===== src/rtl/tile_hit_judge_if.sv =====
// Port bundle for the rhythm-game tile judge: player/sequencer inputs and
// registered judgement/score outputs.
interface tile_hit_judge_if;
    // No valid/ready pair: every input is sampled on each rising Clk edge and
    // every output is a registered level or a one-cycle pulse.
    logic       restart;
    logic       tick;
    logic [3:0] spawn;
    logic [3:0] key;
    logic [3:0] hit_vec;
    logic [3:0] miss_vec;
    logic [15:0] score;
    logic [7:0] combo;
    logic [7:0] miss_count;
    logic       game_over;
    logic       overflow;
    logic       state_dbg;

    modport master (
        output restart, tick, spawn, key,
        input  hit_vec, miss_vec, score, combo, miss_count, game_over, overflow, state_dbg
    );

    modport slave (
        input  restart, tick, spawn, key,
        output hit_vec, miss_vec, score, combo, miss_count, game_over, overflow, state_dbg
    );
endinterface


===== src/rtl/tile_hit_judge.sv =====
// Four-lane tile judge: per-lane age queues, key edge judging, expiry misses,
// score/combo/miss counters and a play/over game FSM.
module tile_hit_judge #(
    parameter int TRAVEL   = 16,
    parameter int WINDOW   = 2,
    parameter int MAX_MISS = 3,
    parameter int QDEPTH   = 4
) (
    input logic           Clk,
    input logic           Reset_n,
    tile_hit_judge_if.slave bus
);
    localparam int LANES = 4;
    localparam int CW = $clog2(QDEPTH + 1);
    localparam logic [5:0] AGE_LO  = 6'(TRAVEL - WINDOW);
    localparam logic [5:0] AGE_HI  = 6'(TRAVEL + WINDOW);
    localparam logic [5:0] AGE_MAX = 6'd63;

    typedef enum logic {ST_PLAY = 1'b0, ST_OVER = 1'b1} state_t;

    state_t        state_q, state_d;
    logic [5:0]    age_q [LANES][QDEPTH];
    logic [5:0]    age_d [LANES][QDEPTH];
    logic [5:0]    shifted [LANES][QDEPTH];
    logic [CW-1:0] cnt_q [LANES];
    logic [CW-1:0] cnt_d [LANES];
    logic [CW-1:0] cnt_popped [LANES];
    logic [3:0]    key_prev_q, key_prev_d;
    logic [3:0]    armed_q, armed_d;
    logic [3:0]    hit_q, hit_d, miss_q, miss_d;
    logic [3:0]    press, pop;
    logic          overflow_q, overflow_d;
    logic [15:0]   score_q, score_d;
    logic [7:0]    combo_q, combo_d, miss_cnt_q, miss_cnt_d;
    logic [2:0]    hits, misses;
    logic [16:0]   score_sum;
    logic [8:0]    combo_sum, miss_sum;

    function automatic logic [2:0] popcount4(input logic [3:0] v);
        return 3'(v[0]) + 3'(v[1]) + 3'(v[2]) + 3'(v[3]);
    endfunction

    // A press needs the key to have been seen low since reset, so a key held
    // through reset does not register as a fresh edge on release.
    always_comb begin
        hit_d  = '0;
        miss_d = '0;
        pop    = '0;
        press  = bus.key & ~key_prev_q & armed_q;
        if (state_q == ST_PLAY) begin
            for (int l = 0; l < LANES; l++) begin
                if (cnt_q[l] != '0 && age_q[l][0] > AGE_HI) begin
                    miss_d[l] = 1'b1;
                    pop[l]    = 1'b1;
                end else if (press[l]) begin
                    if (cnt_q[l] != '0 && age_q[l][0] >= AGE_LO) begin
                        hit_d[l] = 1'b1;
                        pop[l]   = 1'b1;
                    end else begin
                        miss_d[l] = 1'b1;
                    end
                end
            end
        end
    end

    // Slots at or beyond the count are kept at zero, so a push simply bumps the count.
    always_comb begin
        age_d      = age_q;
        cnt_d      = cnt_q;
        overflow_d = overflow_q;
        key_prev_d = key_prev_q;
        armed_d    = armed_q;
        for (int l = 0; l < LANES; l++) begin
            for (int j = 0; j < QDEPTH - 1; j++) begin
                shifted[l][j] = pop[l] ? age_q[l][j+1] : age_q[l][j];
            end
            shifted[l][QDEPTH-1] = pop[l] ? '0 : age_q[l][QDEPTH-1];
            cnt_popped[l] = cnt_q[l] - CW'(pop[l]);
        end
        if (state_q == ST_PLAY) begin
            key_prev_d = bus.key;
            armed_d    = armed_q | ~bus.key;
            for (int l = 0; l < LANES; l++) begin
                for (int j = 0; j < QDEPTH; j++) begin
                    if (CW'(j) < cnt_popped[l]) begin
                        age_d[l][j] = (bus.tick && shifted[l][j] != AGE_MAX) ?
                                      shifted[l][j] + 6'd1 : shifted[l][j];
                    end else begin
                        age_d[l][j] = '0;
                    end
                end
                cnt_d[l] = cnt_popped[l];
                if (bus.spawn[l]) begin
                    if (cnt_popped[l] < CW'(QDEPTH)) begin
                        cnt_d[l] = cnt_popped[l] + CW'(1);
                    end else begin
                        overflow_d = 1'b1;
                    end
                end
            end
        end
    end

    always_comb begin
        hits      = popcount4(hit_d);
        misses    = popcount4(miss_d);
        score_sum = {1'b0, score_q} + 17'(hits);
        combo_sum = {1'b0, combo_q} + 9'(hits);
        miss_sum  = {1'b0, miss_cnt_q} + 9'(misses);
        score_d    = score_sum[16] ? 16'hFFFF : score_sum[15:0];
        miss_cnt_d = miss_sum[8] ? 8'hFF : miss_sum[7:0];
        if (miss_d != '0) begin
            combo_d = '0;
        end else begin
            combo_d = combo_sum[8] ? 8'hFF : combo_sum[7:0];
        end
    end

    always_comb begin
        state_d = state_q;
        case (state_q)
            ST_PLAY: if (miss_cnt_d >= 8'(MAX_MISS)) state_d = ST_OVER;
            ST_OVER: state_d = ST_OVER;
            default: state_d = ST_PLAY;
        endcase
    end

    always_ff @(posedge Clk or negedge Reset_n) begin
        if (!Reset_n) begin
            state_q    <= ST_PLAY;
            for (int l = 0; l < LANES; l++) begin
                cnt_q[l] <= '0;
                for (int j = 0; j < QDEPTH; j++) age_q[l][j] <= '0;
            end
            key_prev_q <= '0;
            armed_q    <= '0;
            hit_q      <= '0;
            miss_q     <= '0;
            overflow_q <= 1'b0;
            score_q    <= '0;
            combo_q    <= '0;
            miss_cnt_q <= '0;
        end else if (bus.restart) begin
            state_q    <= ST_PLAY;
            for (int l = 0; l < LANES; l++) begin
                cnt_q[l] <= '0;
                for (int j = 0; j < QDEPTH; j++) age_q[l][j] <= '0;
            end
            key_prev_q <= '0;
            armed_q    <= '0;
            hit_q      <= '0;
            miss_q     <= '0;
            overflow_q <= 1'b0;
            score_q    <= '0;
            combo_q    <= '0;
            miss_cnt_q <= '0;
        end else begin
            state_q    <= state_d;
            age_q      <= age_d;
            cnt_q      <= cnt_d;
            key_prev_q <= key_prev_d;
            armed_q    <= armed_d;
            hit_q      <= hit_d;
            miss_q     <= miss_d;
            overflow_q <= overflow_d;
            score_q    <= score_d;
            combo_q    <= combo_d;
            miss_cnt_q <= miss_cnt_d;
        end
    end

    assign bus.hit_vec    = hit_q;
    assign bus.miss_vec   = miss_q;
    assign bus.score      = score_q;
    assign bus.combo      = combo_q;
    assign bus.miss_count = miss_cnt_q;
    assign bus.overflow   = overflow_q;
    assign bus.game_over  = (state_q == ST_OVER);
    assign bus.state_dbg  = state_q;
endmodule


===== src/flat_wrapper.sv =====
// flat-port wrapper written by rule: the top's interface ports become plain ports
module tile_hit_judge_flat 
#(
    parameter int TRAVEL   = 16,
    parameter int WINDOW   = 2,
    parameter int MAX_MISS = 3,
    parameter int QDEPTH   = 4
)
  (Clk, Reset_n, bus_restart, bus_tick, bus_spawn, bus_key, bus_hit_vec, bus_miss_vec, bus_score, bus_combo, bus_miss_count, bus_game_over, bus_overflow, bus_state_dbg);
  tile_hit_judge_if bus_i ();
  input logic Clk;
  input logic Reset_n;
  input wire logic [$bits(bus_i.restart)-1:0] bus_restart;
  input wire logic [$bits(bus_i.tick)-1:0] bus_tick;
  input wire logic [$bits(bus_i.spawn)-1:0] bus_spawn;
  input wire logic [$bits(bus_i.key)-1:0] bus_key;
  output wire logic [$bits(bus_i.hit_vec)-1:0] bus_hit_vec;
  output wire logic [$bits(bus_i.miss_vec)-1:0] bus_miss_vec;
  output wire logic [$bits(bus_i.score)-1:0] bus_score;
  output wire logic [$bits(bus_i.combo)-1:0] bus_combo;
  output wire logic [$bits(bus_i.miss_count)-1:0] bus_miss_count;
  output wire logic [$bits(bus_i.game_over)-1:0] bus_game_over;
  output wire logic [$bits(bus_i.overflow)-1:0] bus_overflow;
  output wire logic [$bits(bus_i.state_dbg)-1:0] bus_state_dbg;
  assign bus_i.restart = bus_restart;
  assign bus_i.tick = bus_tick;
  assign bus_i.spawn = bus_spawn;
  assign bus_i.key = bus_key;
  assign bus_hit_vec = bus_i.hit_vec;
  assign bus_miss_vec = bus_i.miss_vec;
  assign bus_score = bus_i.score;
  assign bus_combo = bus_i.combo;
  assign bus_miss_count = bus_i.miss_count;
  assign bus_game_over = bus_i.game_over;
  assign bus_overflow = bus_i.overflow;
  assign bus_state_dbg = bus_i.state_dbg;
  tile_hit_judge #(.TRAVEL(TRAVEL), .WINDOW(WINDOW), .MAX_MISS(MAX_MISS), .QDEPTH(QDEPTH)) u_core (.Clk(Clk), .Reset_n(Reset_n), .bus(bus_i));
endmodule

===== config.mk =====
export PLATFORM = sky130hd
export DESIGN_NAME = tile_hit_judge_flat
export DESIGN_NICKNAME = d
export VERILOG_FILES = /design/src/rtl/tile_hit_judge_if.sv /design/src/rtl/tile_hit_judge.sv /design/src/flat_wrapper.sv
export SDC_FILE = /design/constraint.sdc
export NUM_CORES = 1
export LEC_CHECK = 0
export BUFFER_PORTS_ARGS = -buffer_cell sky130_fd_sc_hd__buf_2
export CAP_MARGIN = 20
export CELL_PAD_IN_SITES_DETAIL_PLACEMENT = 1
export CELL_PAD_IN_SITES_GLOBAL_PLACEMENT = 1
export CORE_AREA = 5 5 161 163
export CTS_CLUSTER_DIAMETER = 200
export DETAILED_ROUTE_END_ITERATION = 10
export DIE_AREA = 0 0 166 168
export HOLD_SLACK_MARGIN = 0.08
export PLACE_DENSITY = 0.86
export SYNTH_ARGS = -nofsm -noshare
export SYNTH_HDL_FRONTEND = slang
export SYNTH_SLANG_ARGS = --single-unit

===== constraint.sdc =====
create_clock -name Clk -period 5.46 [get_ports Clk]
set_input_delay 0.273 -clock Clk [delete_from_list [all_inputs] [get_ports Clk]]
set_output_delay 0.273 -clock Clk [all_outputs]
set_load 0.005 [all_outputs]

==> flow_metrics.env, run 1 <==
export IMPL_syn_num_nets=1456
export IMPL_multi_input_area_um2=6987
export IMPL_drc=0
export IMPL_yosysMostFrequentCell="nand2_1"
export IMPL_switchingPower_w=0.001238
export IMPL_endpoint="u_core.bus.game_over$_DFF_PN0_"
export IMPL_antenna_found_initial=1
export IMPL_die_height_um=168
export IMPL_htree_levels=4
export IMPL_cts_tree="yes"
export IMPL_finalCriticalPeriod_ns=4.623
export IMPL_grt_setup_unrepaired="false"
export IMPL_grt_pass1_vias=11820
export IMPL_overflow=0
export IMPL_wl_per_cell_um=20.10
export IMPL_synth_area_top_cells="dfrtp_1 35%, nand2_1 7.2%, ha_1 4.6%"
export IMPL_top_level_ports=55
export IMPL_arrival_ns=4.93
export IMPL_netlist_instances=1397
export IMPL_grt_pass1_wl_um=59480
export IMPL_crit_fanout=8
export IMPL_yosys_warnings=0
export IMPL_maxSlewViolCount=0
export IMPL_dp_hpwl_um=24400
export IMPL_place_ws_ns=0.8806
export IMPL_r2r_start="u_core.age_q[92]$_DFFE_PN0P_"
export IMPL_status="completed"
export IMPL_finalCritPeriodShare_pct=84.68
export IMPL_port_buffer_count=54
export IMPL_power_leakage_nw=5.571
export IMPL_powerDensity_nw_per_um2=264.5
export IMPL_wirelength_um=35200
export IMPL_cp_start_kind="flop"
export IMPL_globalplace_congestion=0.8714
export IMPL_yosysUniqueCellTypes=94
export IMPL_timing_hold_ws_ns=0.1273
export IMPL_hold_path_class="in2reg"
export IMPL_start_util_pct=47.39
export IMPL_async_flop_share_pct=100.0
export IMPL_r2r_setup_slack_ns=0.84
export IMPL_synth_area_per_cell_um2=8.202
export IMPL_max_freq_mhz=216.3
export IMPL_die_x_um=166
export IMPL_clockPowerShare_pct=36.8
export IMPL_cts_buffer_depth=2
export IMPL_worstRegToRegCells=17
export IMPL_core_area_um2=24180
export IMPL_setup_slack_ns=0.8365
export IMPL_die_area_um2=27890
export IMPL_worst_pin_slew_ns=0.9747
export IMPL_setup_tns_final_ns=0
export IMPL_power_w=0.003327
export IMPL_regArea_um2=3955
export IMPL_synth_top_area_share_pct=34.51
export IMPL_cts_buffers_inserted=17
export IMPL_worstSkewPairLatency_ns=0.45
export IMPL_track_usage_pct=25.24
export IMPL_cts_root_buf="clkbuf_16"
export IMPL_slew_headroom_pct=34.78
export IMPL_synthTopCellsByCount="221 x nand2_1, 158 x dfrtp_1, 131 x nor2_1"
export IMPL_p_int_w=0.002089
export IMPL_placementRows=57
export IMPL_dr_pass1_iters=4
export IMPL_synth_edf_count=0
export IMPL_cap_viol_max_count=0
export IMPL_area_delta_synth_final_pct=9.784
export IMPL_ys_seq_area_share_pct=34.51
export IMPL_critical_path_startpoint="u_core.age_q[92]$_DFFE_PN0P_"
export IMPL_worst_ep_required_time_ns=5.77
export IMPL_regToRegEndpoint="u_core.bus.game_over$_DFF_PN0_"
export IMPL_path_class="reg2reg"
export IMPL_grt_max_degree=108
export IMPL_clk_pin_slew_ns=0.07
export IMPL_netlist_area_um2=11460
export IMPL_p_seq_share_pct=38.8
export IMPL_ant_nets=0
export IMPL_yosysTopAreaCell="dfrtp_1"
export IMPL_hold_viol=0
export IMPL_switching_share_pct=37.21
export IMPL_ys_seq_elements=158
export IMPL_nFillCells=2920
export IMPL_num_vias=11030
export IMPL_synth_flop_cell="dfrtp_1"
export IMPL_drive_gt1_share_pct=11.15
export IMPL_drt_vias_per_instance=6.299
export IMPL_fin_nets=1472
export IMPL_pwr_share_comb_pct=24.4
export IMPL_setup_violations=0
export IMPL_irDropWorstVdd_mv=0.1547
export IMPL_drt_iter0_drc=752
export IMPL_cp_end_kind="flop"
export IMPL_fin_skew_ns=0.01345
export IMPL_cts_sinks=158
-- metal layers --
layer  global-route usage, %  wire (µm)
met1                   30.72      15010
met2                   44.28      17790
met3                   4.174       1222
met4                   10.94       1180
met5                       0          0
-- repair_timing --
action | CTS | global route
endpoints found under the hold margin | 106 | 0
hold buffers | 1 | 0
resized for setup | 0 | 0
buffers inserted | 0 | 0
setup endpoints to repair | 0 | 0
-- logic make-up (layout without fill, tap and decap cells) --
group / Yosys count / in the layout / share of synthesized area, %
simple gates: 576 / 576 / 23.17
buf+inv: 133 / 162 / 4.586
flops: 158 / 158 / 34.51
fa+ha+maj: 47 / 47 / 5.460
compound gates: 372 / 372 / 23.24
mux: 44 / 44 / 3.920
other cells: 0 / 1 / 0
xor+xnor: 67 / 67 / 5.121
-- stage by stage --
| step | cells | util (%) | instance area [µm²] |
|---|---|---|---|
| global placement | 1716 | 49.41 | 11950 |
| finish | 1751 | 52.03 | 12580 |
| global route | 1751 | 52.03 | 12580 |
| CTS | 1749 | 51.91 | 12550 |
| floorplan | 1397 | - | 11460 |
| detailed placement | 1716 | 49.41 | 11950 |
-- placed cells by master, fill, tap and decap left out, types with 5 or more instances in the layout --
cell | Yosys | final
o2111ai_1 | 9 | 9
o21ai_0 | 87 | 87
clkbuf_16 | 0 | 17
inv_8 | 0 | 6
nand3_1 | 77 | 77
a32o_1 | 10 | 10
xor2_1 | 20 | 20
nand3b_1 | 5 | 5
nor3_1 | 35 | 35
inv_1 | 57 | 57
dfrtp_1 | 158 | 157
a21o_1 | 9 | 9
fa_1 | 5 | 5
nand4_1 | 20 | 20
a221o_1 | 7 | 7
buf_4 | 1 | 11
xnor2_1 | 47 | 47
and2_1 | 11 | 11
nor2_1 | 131 | 130
mux2i_1 | 37 | 37
ha_1 | 42 | 42
o221a_2 | 5 | 5
or3_1 | 12 | 12
a21oi_1 | 85 | 85
mux2_2 | 7 | 7
or4_1 | 12 | 12
o221ai_1 | 6 | 6
o21ai_1 | 5 | 5
buf_2 | 8 | 53
o211ai_1 | 13 | 13
a22oi_1 | 6 | 6
a211oi_1 | 10 | 10
a211o_1 | 5 | 5
and3_1 | 12 | 12
nand2_1 | 221 | 221
a22o_1 | 18 | 18
a31oi_1 | 21 | 21
or2_2 | 7 | 7
nor2b_1 | 5 | 5
o22ai_1 | 8 | 8
-- power groups by stage --
stage | Sequential [W] | Combinational [W] | Clock, W
after floorplan | 0.00129 | 0.000545 | 0
after global routing | 0.00130 | 0.000897 | 0.00129
final | 0.00129 | 0.000812 | 0.00122
after CTS | 0.00129 | 0.000807 | 0.00124
after global placement | 0.00131 | 0.000758 | 0
after detailed placement | 0.00131 | 0.000794 | 0
-- layout make-up --
type / instances / area share (%)
sequential: 158 / 31.44
multi-input combinational: 1106 / 55.54
antenna: 1 / 0.01989
timing repair buffer: 67 / 3.153
clock buffer: 17 / 3.382
tap: 324 / 3.223
inverter: 63 / 1.900
clock inverter: 15 / 1.343
-- critical path, cell delays in order (launching register included) --
cell and delay (ns):
dfrtp_1 0.49, a211oi_2 0.35, nor2_1 0.09, nor2_1 0.13, nor2_1 0.05, o21ai_0 0.36
inv_1 0.11, ha_1 0.33, fa_1 0.42, ha_1 0.34, fa_1 0.45, a21oi_1 0.31
nor2_1 0.12, nand4_1 0.21, and2_1 0.20, nand4_1 0.10, a2111oi_0 0.35, nor2_1 0.08
-- state kept, by name (all words and copies together) (netlist names) --
name,cells
u_core.bus.game_over,1
u_core.bus.miss_vec,4
u_core.bus.miss_count,8
u_core.bus.combo,8
u_core.age_q,96
u_core.armed_q,4
u_core.cnt_q,12
u_core.bus.score,16
u_core.key_prev_q,4
u_core.bus.overflow,1
u_core.bus.hit_vec,4
-- worst min path at each step --
stage	startpoint	to	slack, ns	cells after the start
3_5_place_dp	Reset_n	u_core.bus.score[12]$_DFF_PN0_	0.49	1
2_1_floorplan	Reset_n	u_core.age_q[0]$_DFFE_PN0P_	-0.02	0
6_report	bus_key[1]	u_core.key_prev_q[1]$_DFFE_PN0P_	0.13	3
3_3_place_gp	Reset_n	u_core.bus.score[12]$_DFF_PN0_	0.48	1
4_1_cts	bus_key[1]	u_core.key_prev_q[1]$_DFFE_PN0P_	0.12	3
5_1_grt	bus_key[1]	u_core.key_prev_q[1]$_DFFE_PN0P_	0.15	3
(Power assumes the default switching activity.)
==> run 2: changes to the inputs <==
==> constraint.sdc (replaced) <==
create_clock -name Clk -period 4.6 [get_ports Clk]
set_input_delay 0.23 -clock Clk [delete_from_list [all_inputs] [get_ports Clk]]
set_output_delay 0.23 -clock Clk [all_outputs]
set_load 0.005 [all_outputs]
==> flow_metrics.env, run 2 (synthesis results as in run 1) <==
export IMPL_pwr_share_comb_pct=25.1
export IMPL_start_util_pct=47.39
export IMPL_drt_iter0_drc=831
export IMPL_top_register="u_core.age_q"
export IMPL_worst_pin_slew_ns=1.005
export IMPL_placementRows=57
export IMPL_cts_buffer_depth=2
export IMPL_r2r_setup_slack_ns=0.24
export IMPL_hold_viol=0
export IMPL_p_int_w=0.002609
export IMPL_cts_root_buf="clkbuf_16"
export IMPL_arrival_ns=4.69
export IMPL_status="completed"
export IMPL_cts_tree="yes"
export IMPL_maxSlewViolCount=0
export IMPL_finalNonFillerCells=1766
export IMPL_die_area_um2=27890
export IMPL_die_x_um=166
export IMPL_cts_sinks=158
export IMPL_hold_path_class="in2reg"
export IMPL_diodes=0
export IMPL_area_delta_synth_final_pct=11.28
export IMPL_setup_violations=0
export IMPL_powerDensity_nw_per_um2=322.5
export IMPL_critical_path_startpoint="u_core.age_q[90]$_DFFE_PN0P_"
export IMPL_drive_gt1_share_pct=12.21
export IMPL_finalCritPeriodShare_pct=94.87
export IMPL_ant_nets=0
export IMPL_finalCriticalPeriod_ns=4.364
export IMPL_die_height_um=168
export IMPL_final_cell_mix="221 x nand2_1, 156 x dfrtp_1, 130 x nor2_1"
export IMPL_cap_viol_max_count=0
export IMPL_top_level_ports=55
export IMPL_worstSkewPairLatency_ns=0.46
export IMPL_fin_nets=1488
export IMPL_cp_start_kind="flop"
export IMPL_largest_reg_flops=96
export IMPL_grt_pass1_wl_um=60690
export IMPL_setup_tns_final_ns=0
export IMPL_irDropWorstVdd_mv=0.1986
export IMPL_worstRegToRegCells=17
export IMPL_mostFrequentLayoutCell="nand2_1"
export IMPL_switchingPower_w=0.001503
export IMPL_setup_slack_ns=0.2362
export IMPL_clk_pin_slew_ns=0.07
export IMPL_cts_buffers_inserted=17
export IMPL_place_ws_ns=0.01509
export IMPL_core_area_um2=24180
export IMPL_cp_end_kind="flop"
export IMPL_dr_pass1_iters=5
export IMPL_power_leakage_nw=5.655
export IMPL_path_class="reg2reg"
export IMPL_max_freq_mhz=229.2
export IMPL_dp_hpwl_um=24510
export IMPL_fin_skew_ns=0.01678
export IMPL_endpoint="u_core.bus.game_over$_DFF_PN0_"
export IMPL_regToRegEndpoint="u_core.bus.game_over$_DFF_PN0_"
export IMPL_power_w=0.004112
export IMPL_crit_fanout=6
export IMPL_worst_ep_required_time_ns=4.92
export IMPL_grt_max_degree=92
export IMPL_wl_per_cell_um=20.67
export IMPL_num_vias=11170
export IMPL_antenna_found_initial=0
export IMPL_p_seq_share_pct=37.4
export IMPL_htree_levels=4
export IMPL_drc=0
export IMPL_wirelength_um=36500
export IMPL_overflow=0
export IMPL_clockPowerShare_pct=37.6
export IMPL_globalplace_congestion=0.8150
export IMPL_grt_setup_unrepaired="false"
export IMPL_switching_share_pct=36.54
export IMPL_grt_pass1_vias=11900
export IMPL_slew_headroom_pct=32.82
export IMPL_dp_cells=1727
export IMPL_port_buffer_count=54
export IMPL_drt_vias_per_instance=6.326
export IMPL_track_usage_pct=25.95
export IMPL_r2r_start="u_core.age_q[90]$_DFFE_PN0P_"
==> run 2: cell count changes in the layout (fill, tap and decap cells not counted), sizes merged <==
cell	previous run	this run
buf	66	79
clkinv	9	5
dlygate4sd3	1	4
bufinv	0	2
clkinvlp	0	2
diode	1	0
==> run 2: metal layers <==
layer | vias to the layer above | track usage (%) | part of all wire [%]
met2 | 290 | 46.56 | 51
met4 | 0 | 10.55 | 2.8
met5 | - | 0 | 0
met1 | 5656 | 31.40 | 42
li1 | 5142 | - | -
met3 | 84 | 3.681 | 4.1
==> run 2: timing repair <==
action,4_1_cts,5_1_grt
gates resized for setup,3,4
pin swaps,0,1
endpoints found under the setup margin,14,9
buffers inserted,2,1
hold buffers,4,0
endpoints found under the hold margin,71,0
==> run 2: worst max-delay path: stages, from the launching register on <==
cell and delay, ns:
dfrtp_1 0.47, a211oi_4 0.34, nor2_1 0.07, nor2_1 0.14
nor2_1 0.07, o21ai_1 0.22, inv_1 0.09, ha_1 0.33
fa_1 0.41, ha_1 0.34, fa_1 0.47, a21oi_2 0.24
nor2_1 0.09, nand4_1 0.21, and2_1 0.20, nand4_1 0.13
a2111oi_2 0.32, nor2_1 0.08
==> run 2: worst min-delay path by stage <==
stage | to | slack (ns) | cells after the start | startpoint
6_report | u_core.key_prev_q[1]$_DFFE_PN0P_ | 0.08 | 3 | bus_key[1]
2_1_floorplan | u_core.age_q[0]$_DFFE_PN0P_ | -0.07 | 0 | Reset_n
3_5_place_dp | u_core.bus.score[10]$_DFF_PN0_ | 0.28 | 1 | Reset_n
5_1_grt | u_core.key_prev_q[1]$_DFFE_PN0P_ | 0.11 | 3 | bus_key[1]
3_3_place_gp | u_core.bus.score[10]$_DFF_PN0_ | 0.28 | 1 | Reset_n
4_1_cts | u_core.key_prev_q[1]$_DFFE_PN0P_ | 0.08 | 3 | bus_key[1]
==> run 2: through the flow <==
| stage | area [µm²] | utilization (%) | hold WS [ns] |
|---|---|---|---|
| after floorplan | 11460 | - | -0.06559 |
| after global placement | 12040 | 49.80 | 0.2757 |
| after detailed placement | 12040 | 49.80 | 0.2823 |
| after CTS | 12730 | 52.66 | 0.08031 |
| after global routing | 12750 | 52.74 | 0.1126 |
| final | 12750 | 52.74 | 0.08394 |
==> run 2: final cells by class <==
type	instances	area (µm²)
Clock buffer	17	425.4
Clock inverter	15	198.9
Fill cell	2934	11430
Inverter	63	239.0
Multi-Input combinational cell	1106	7009
Sequential cell	158	3956
Tap cell	324	405.4
Timing Repair Buffer	83	516.7
==> run 2: power by group through the flow <==
| stage | Sequential (W) | Combinational [W] | Clock, W |
|---|---|---|---|
| 5_1_grt | 0.00155 | 0.00112 | 0.00163 |
| 4_1_cts | 0.00153 | 0.00101 | 0.00156 |
| 2_1_floorplan | 0.00153 | 0.000647 | 0 |
| 6_report | 0.00154 | 0.00103 | 0.00154 |
| 3_3_place_gp | 0.00155 | 0.000940 | 0 |
| 3_5_place_dp | 0.00156 | 0.000977 | 0 |
